[src/rtl/alu_result_stage.sv]
// alu_result_stage: registered output stage behind the 4-bit ALU extender.
// Each accepted ALU result is stored with its Control code and derived flags
// {N,Z,C,L} in a small FIFO with a valid/ready handshake on both sides. A
// saturating counter tracks accepted pushes.
//
// Optional feature: define ALU_STICKY_CARRY_EN to build the sticky-carry
// register. Without it, sticky_c is tied to 0.
module alu_result_stage #(
    parameter int unsigned DATA_W = 4,
    parameter int unsigned DEPTH  = 2,
    parameter int unsigned CNT_W  = 8
) (
    input  logic              clk,
    input  logic              rst_n,
    input  logic              in_valid,
    output logic              in_ready,
    input  logic [DATA_W-1:0] in_result,
    input  logic              in_cout,
    input  logic [2:0]        in_ctrl,
    output logic              out_valid,
    input  logic              out_ready,
    output logic [DATA_W-1:0] out_result,
    output logic [3:0]        out_flags,
    output logic [2:0]        out_ctrl,
    input  logic              clr,
    output logic [CNT_W-1:0]  op_count,
    output logic              sticky_c
);

    localparam int unsigned PTR_W  = $clog2(DEPTH);
    localparam int unsigned FILL_W = PTR_W + 1;
    localparam logic [FILL_W-1:0] FULL_COUNT = FILL_W'(DEPTH);
    localparam logic [CNT_W-1:0]  OP_MAX     = '1;

    logic [PTR_W-1:0]  wr_ptr_q;
    logic [PTR_W-1:0]  rd_ptr_q;
    logic [FILL_W-1:0] count_q;
    logic [CNT_W-1:0]  op_count_q;

    // Entry storage carries no reset; valid entries are tracked by count_q.
    logic [DATA_W-1:0] mem_result [DEPTH];
    logic [3:0]        mem_flags  [DEPTH];
    logic [2:0]        mem_ctrl   [DEPTH];

    logic       push;
    logic       pop;
    logic [3:0] in_flags;

    // in_ready depends only on registered occupancy, never on out_ready.
    assign in_ready  = (count_q < FULL_COUNT);
    assign out_valid = (count_q != '0);
    assign push      = in_valid && in_ready;
    assign pop       = out_valid && out_ready;

    // Flags {N,Z,C,L}; carry is only meaningful for arithmetic codes (ctrl[2]==0).
    always_comb begin
        in_flags = {in_result[DATA_W-1],
                    (in_result == '0),
                    (~in_ctrl[2]) & in_cout,
                    in_ctrl[2]};
    end

    // Write the tail entry on every accepted push.
    always_ff @(posedge clk) begin
        if (push) begin
            mem_result[wr_ptr_q] <= in_result;
            mem_flags[wr_ptr_q]  <= in_flags;
            mem_ctrl[wr_ptr_q]   <= in_ctrl;
        end
    end

    // Pointer and occupancy bookkeeping; pointers wrap naturally at DEPTH.
    always_ff @(posedge clk or negedge rst_n) begin
        if (!rst_n) begin
            wr_ptr_q <= '0;
            rd_ptr_q <= '0;
            count_q  <= '0;
        end else begin
            if (push) begin
                wr_ptr_q <= wr_ptr_q + PTR_W'(1);
            end
            if (pop) begin
                rd_ptr_q <= rd_ptr_q + PTR_W'(1);
            end
            if (push && !pop) begin
                count_q <= count_q + FILL_W'(1);
            end else if (!push && pop) begin
                count_q <= count_q - FILL_W'(1);
            end
        end
    end

    // Saturating count of accepted pushes; clr overrides a same-cycle increment.
    always_ff @(posedge clk or negedge rst_n) begin
        if (!rst_n) begin
            op_count_q <= '0;
        end else if (clr) begin
            op_count_q <= '0;
        end else if (push && (op_count_q != OP_MAX)) begin
            op_count_q <= op_count_q + CNT_W'(1);
        end
    end

    assign op_count = op_count_q;

    // Head entry is presented only while valid so an empty stage reads as zero.
    always_comb begin
        out_result = '0;
        out_flags  = '0;
        out_ctrl   = '0;
        if (out_valid) begin
            out_result = mem_result[rd_ptr_q];
            out_flags  = mem_flags[rd_ptr_q];
            out_ctrl   = mem_ctrl[rd_ptr_q];
        end
    end

`ifdef ALU_STICKY_CARRY_EN
    logic sticky_q;

    // Sticky carry: set by any pushed entry whose C flag is 1, cleared by clr.
    always_ff @(posedge clk or negedge rst_n) begin
        if (!rst_n) begin
            sticky_q <= 1'b0;
        end else if (clr) begin
            sticky_q <= 1'b0;
        end else if (push && in_flags[1]) begin
            sticky_q <= 1'b1;
        end
    end

    assign sticky_c = sticky_q;
`else
    assign sticky_c = 1'b0;
`endif

endmodule
[config.mk]
export PLATFORM = sky130hd
export DESIGN_NAME = alu_result_stage
export DESIGN_NICKNAME = d
export VERILOG_FILES = /design/src/rtl/alu_result_stage.sv
export SDC_FILE = /design/constraint.sdc
export NUM_CORES = 1
export LEC_CHECK = 0
export BUFFER_PORTS_ARGS = -buffer_cell sky130_fd_sc_hd__buf_2
export CORE_ASPECT_RATIO = 0.75
export CORE_MARGIN = 8
export CORE_UTILIZATION = 35
export CTS_BUF_LIST = sky130_fd_sc_hd__clkbuf_8
export DETAILED_ROUTE_END_ITERATION = 8
export GPL_TIMING_DRIVEN = 0
export SLEW_MARGIN = 20
export SYNTH_ARGS = -nofsm -noshare
export SYNTH_HDL_FRONTEND = slang
export SYNTH_SLANG_ARGS = --single-unit
[constraint.sdc]
create_clock -name clk -period 3 [get_ports clk]
set_input_delay 0.75 -clock clk [delete_from_list [all_inputs] [get_ports clk]]
set_output_delay 0.75 -clock clk [all_outputs]
set_load 0.02 [all_outputs]
==> results of run 1 <==
## registers in the layout (all words and copies together), names as in the netlist
register / flops
mem_ctrl: 4
rd_ptr_q: 1
mem_flags: 6
mem_result: 8
count_q: 2
op_count: 8
wr_ptr_q: 1
## cells in the mapped netlist
| cell | instances | share of area (%) |
|---|---|---|
| edfxtp_1 | 18 | 40 |
| dfrtp_1 | 12 | 22 |
| o21ai_2 | 1 | 0.64 |
| a21oi_1 | 3 | 1.1 |
| o211ai_2 | 1 | 0.92 |
| nor2b_2 | 1 | 0.64 |
| buf_2 | 1 | 0.37 |
| xnor2_1 | 3 | 1.9 |
| and4b_1 | 1 | 0.73 |
| xor2_1 | 3 | 1.9 |
| o311ai_1 | 1 | 0.64 |
| nand2_1 | 5 | 1.4 |
| nor2_1 | 14 | 3.8 |
| o21a_1 | 1 | 0.55 |
| mux2_4 | 1 | 1.1 |
| buf_6 | 1 | 0.82 |
| nor4_1 | 1 | 0.46 |
| and3_1 | 2 | 0.92 |
| nor2b_1 | 3 | 1.4 |
| nand3_1 | 1 | 0.37 |
| buf_4 | 3 | 1.6 |
| nand4_2 | 1 | 0.92 |
| nor2_2 | 1 | 0.46 |
| o21ai_0 | 1 | 0.37 |
| mux2i_1 | 11 | 8.1 |
| and4_1 | 1 | 0.64 |
| and3_4 | 1 | 0.82 |
| conb_1 | 1 | 0.27 |
| nor3b_1 | 1 | 0.55 |
| inv_1 | 4 | 1.1 |
| nor3_1 | 2 | 0.73 |
| and2_1 | 1 | 0.46 |
| buf_1 | 1 | 0.27 |
| ha_1 | 2 | 1.8 |
| o41ai_1 | 1 | 0.64 |
## routing by layer
metal  GRT usage [%]  up-vias
li1                -      452
met1           10.65      428
met2           14.25       19
met3           4.907        6
met4           5.981        0
met5               0        -
## through the flow
stage	setup WS, ns	total power [uW]	utilization, %	instances	instance area (um^2)
2_1_floorplan	1.044	980.5	-	106	1366
3_3_place_gp	0.8331	1145	42.92	190	1592
3_5_place_dp	0.7676	1157	42.92	190	1592
4_1_cts	0.7000	1554	45.85	198	1700
5_1_grt	0.5621	1631	45.85	198	1700
6_report	0.7331	1527	45.85	198	1700
## layout make-up
type | count | area, um^2
plain buffers | 6 | 42.54
clock buffers | 5 | 68.82
clock inverters | 3 | 40.04
fillers | 345 | 2008
inverters | 4 | 15.01
multi-input cells | 66 | 467.9
flip-flops and latches | 30 | 840.8
well taps | 52 | 65.06
repair buffers | 32 | 160.2
## power breakdown
group          internal (uW)  switching [uW]
logic                    218             349
registers                527            41.8
clock network            244             148
## kinds of logic (layout without fill, tap and decap cells)
family | count (synthesis) | count (layout)
AND/OR/NAND/NOR | 36 | 36
flip-flops | 30 | 30
multiplexers | 12 | 12
buffers and inverters | 10 | 50
AO/OA/AOI/OAI | 9 | 9
XOR/XNOR | 6 | 6
adder cells (fa/ha/maj) | 2 | 2
other | 1 | 1
## path summary, 6_finish.rpt
check | depth (start not counted) | slack (ns) | start | endpoint
worst max register to register | 3 | 1.23 | count_q[1] | mem_flags[0][0]
worst min register to register | 1 | 0.49 | wr_ptr_q | wr_ptr_q
min in group clk | 1 | 0.49 | wr_ptr_q | wr_ptr_q
max in group asynchronous | 1 | 2.44 | rst_n | count_q[0]
worst max-delay path | 4 | 0.73 | count_q[0] | out_result[3]
worst min-delay path | 1 | 0.34 | rst_n | op_count[4]
==> results.md, run 1 <==
- CP startpoint kind: flip-flop
- Most frequent cells in the layout: buf_2, edfxtp_1, nor2_1
- Max clock buf depth: 2
- Type of the worst setup path: reg -> out
- CP arrival: 1.52 ns
- Initial Utilization: 36.84%
- WP buf/inv: 2
- Final net count: 160
- CP peak stage delay: 0.42 ns
- Clk sinks: 30
- Initial antenna violation count: 0
- Top Metal Used: met4
- Post-CTS setup buffers: 0
- Maxcap violations: 0
- Post-CTS Hold Buffers: 0
- Kind of cell adding the most delay to the critical path: simple AND/OR/NAND/NOR gates
- Worst-path fanout max: 10
- Drt pass-1 iters: 2
- Pleak: 0.0007923 uW
- H-tree depth: 2
- Largest family of logic cells by synthesized area: simple AND/OR/NAND/NOR gates
- # port buffers: 32
- Max rail drop VDD: 422.0 uV
- Die width: 88.15 um
- Post-cts repair resize count: 0
- PwrDens: 898.1 nW/um^2
- First-pass GRT wire length: 4.381 mm
- Core ar.: 3709 um^2
- GP Congestion: 0.7808
- Post-synthesis xor/xnor area fraction: 3.846%
- Largest net degree at the start of global routing: 13
- Routed vias/inst: 4.571
- Max-slew violations: 0
- Worst-Skew Late Latency: 0.28 ns
- Drt wl/cell: 13.27 um
- Slew HR: 43.18%
- Synth Area in Simple Gates: 14.29%
- Remaining DRCs: 0
- Critical-path top delay cell: dfrtp_1
- CTS tree: built
- Setup TNS: 0 ns
- Met1 WL: 1.118 mm
- Synthesized net count: 121
- Final Critical Period: 2.267 ns
- Status: completed
- Post-Route WL: 2.628 mm
- Area share of fa/ha/maj cells after synthesis: 1.832%
- Post-synthesis compound-gate area fraction: 4.853%
- Synth Warn #: 0
- DR vias: 905
- Crit-path cells: nor2_2 > nor2_1 > buf_4 > buf_2
- Synth cell types: 35
- DR WL met3: 166 um
- WL met2: 1.280 mm
- Post-synthesis mux area share: 9.158%
- Total GRT Usage: 9.620%
- Root buffer cell: clkbuf_8
- Clock skew: 0.004826 ns
- Worst-path clk slew: 0.06 ns
- Die ar.: 6180 um^2
- Share of cells above drive strength 1: 35.62%
- Top-Level Pins: 35
- Max Fclk: 441.1 MHz
- WP data required: 2.25 ns
- CP Capture Type: output pin
- Post-DRT Antenna Nets: 0
- Hold Fails Final Rpt: 0
- Tcrit/Tclk final: 75.56%
- Area growth, synth to finish: 24.45%
- Most common library cell in the layout ignoring fill and taps: buf_2
- CTS buffer count: 5
- Final setup viols: 0
- Mean Syn Cell Area: 12.89 um^2
- Global route total overflow: 0
- Die height: 70.11 um
- WHS: 0.3360 ns
- Min-delay worst type: in -> async
- Dpl hpwl: 2.016 mm
- RSZ-0062 raised after global routing: false
- Number of diodes: 0
- Least-Margin Pin Slew: 0.8506 ns
- Cells after Synth: 106
- FP Rows: 19
- #FFs+latches synth: 30
- Initial drt markers: 41
- Vias in the first global route: 894
- Synth Cell Area: 1366 um^2
- Register area share after synthesis: 61.54%
Note: power is estimated with default switching activity, not from simulation.
==> run 2: changes to the inputs <==
Clock period 3 ns to 2.1 ns, I/O delays scaled along.
==> run 2 against run 1 <==
  * Wire length rose by 0.30%
  * Worst setup slack got worse by 0.57 ns
  * Hold slack got worse by 0.23 ns
  * Clock power increased by 43%
  * Largest power group unchanged
==> results.md, run 2 (synthesis results as in run 1) <==
- Number of diodes: 0
- CP startpoint kind: flip-flop
- WP data required: 1.57 ns
- Root buffer cell: clkbuf_8
- Seq. cell area: 840.8 um^2
- First-pass GRT wire length: 4.381 mm
- Post-DRT Antenna Nets: 0
- Remaining DRCs: 0
- Worst-path fanout max: 10
- Largest net degree at the start of global routing: 13
- Least-Margin Pin Slew: 0.8513 ns
- Type of the worst setup path: reg -> out
- Final Critical Period: 1.940 ns
- Clock skew: 0.004594 ns
- Final net count: 160
- Worst-path clk slew: 0.06 ns
- Total GRT Usage: 9.620%
- Min-delay worst type: in -> async
- FP Rows: 19
- Routed vias/inst: 4.566
- FILL cells: 344
- RSZ-0062 raised after global routing: false
- Drt pass-1 iters: 2
- Dpl hpwl: 2.016 mm
- DR vias: 904
- CP peak stage delay: 0.32 ns
- Crit-path cells: clkbuf_4 > mux2i_1 > nor2_1 > buf_4 > buf_2
- Slew HR: 43.13%
- Die ar.: 6180 um^2
- Top-Level Pins: 35
- Post-CTS setup buffers: 0
- Maxcap violations: 0
- Global route total overflow: 0
- CTS buffer count: 5
- Multi-input logic area: 473.0 um^2
- Power Total: 2198 uW
- Max clock buf depth: 2
- Tcrit/Tclk final: 92.38%
- Placed cells: 190
- Post-route cell area: 1708 um^2
- Most common library cell in the layout ignoring fill and taps: buf_2
- Area growth, synth to finish: 25.00%
- Kind of cell adding the most delay to the critical path: buffers and inverters
- PwrDens: 1287 nW/um^2
- Initial Utilization: 36.84%
- WHS: 0.1109 ns
- Max rail drop VDD: 603.6 uV
- Max Fclk: 515.5 MHz
- Clk sinks: 30
- Share of cells above drive strength 1: 35.62%
- H-tree depth: 2
- Setup TNS: 0 ns
- GP Congestion: 0.7808
- Drt wl/cell: 13.31 um
- Initial drt markers: 41
- Post-Route WL: 2.636 mm
- Initial antenna violation count: 0
- Finished Layout Cells: 198
- Worst-Skew Late Latency: 0.28 ns
- Die width: 88.15 um
- Final setup viols: 0
- DP Area: 1592 um^2
- Die height: 70.11 um
- CP Capture Type: output pin
- Vias in the first global route: 894
- Hold Fails Final Rpt: 0
- CP arrival: 1.42 ns
- Status: completed
- Pleak: 0.0007937 uW
- Post-CTS Hold Buffers: 0
- Most frequent cells in the layout: buf_2, edfxtp_1, nor2_1
- WP buf/inv: 3
- CTS tree: built
- # port buffers: 32
- Critical-path top delay cell: dfrtp_1
- Max-slew violations: 0
- Core ar.: 3709 um^2
-- run 2: changes by cell type in the layout (fill, tap and decap cells not counted) --
cell and delta:
nor2_2 -1, clkbuf_4 +1, buf_2 -1, nor2_4 +1
-- run 2: power breakdown --
part	switching (uW)	leakage, uW	internal, uW
registers	66.7	0.000324	752
logic	500	0.000412	319
clock network	212	0.0000579	348
total	778	0.000794	1420
-- run 2: area by class of cell --
cell class	count	area share, %
clock buffers	5	4.029
repair buffers	32	9.377
flip-flops and latches	30	49.23
plain buffers	6	2.637
clock inverters	3	2.344
inverters	4	0.8791
multi-input cells	66	27.69
well taps	52	3.810
-- run 2: worst paths after layout --
kind / startpoint / endpoint / slack [ns] / depth (start not counted)
min in group clk: in_ctrl[1] / mem_ctrl[0][1] / 0.44 / 1
min: rst_n / op_count[4] / 0.11 / 1
max reg2reg: count_q[1] / mem_result[0][3] / 0.31 / 3
max in group asynchronous: rst_n / count_q[0] / 1.77 / 1
max: rd_ptr_q / out_result[3] / 0.16 / 5
min reg2reg: wr_ptr_q / wr_ptr_q / 0.49 / 1
-- run 2: metrics by stage --
step	setup slack (ns)	utilization (%)
2_1_floorplan	0.3691	-
3_3_place_gp	0.1581	42.92
3_5_place_dp	0.09260	42.92
4_1_cts	0.02499	45.85
5_1_grt	0.06040	46.05
6_report	0.1600	46.05
-- run 2: per-layer routing --
| layer | track usage (%) | part of all wire, % | vias to the layer above |
|---|---|---|---|
| li1 | - | - | 450 |
| met1 | 10.65 | 42 | 429 |
| met2 | 14.25 | 49 | 19 |
| met3 | 4.907 | 6.3 | 6 |
| met4 | 5.981 | 2.4 | 0 |
| met5 | 0 | 0 | - |
-- run 2: timing repair --
action	4_1_cts	5_1_grt
resized for setup	0	2
setup endpoints to repair	0	2
hold endpoints to repair	0	0
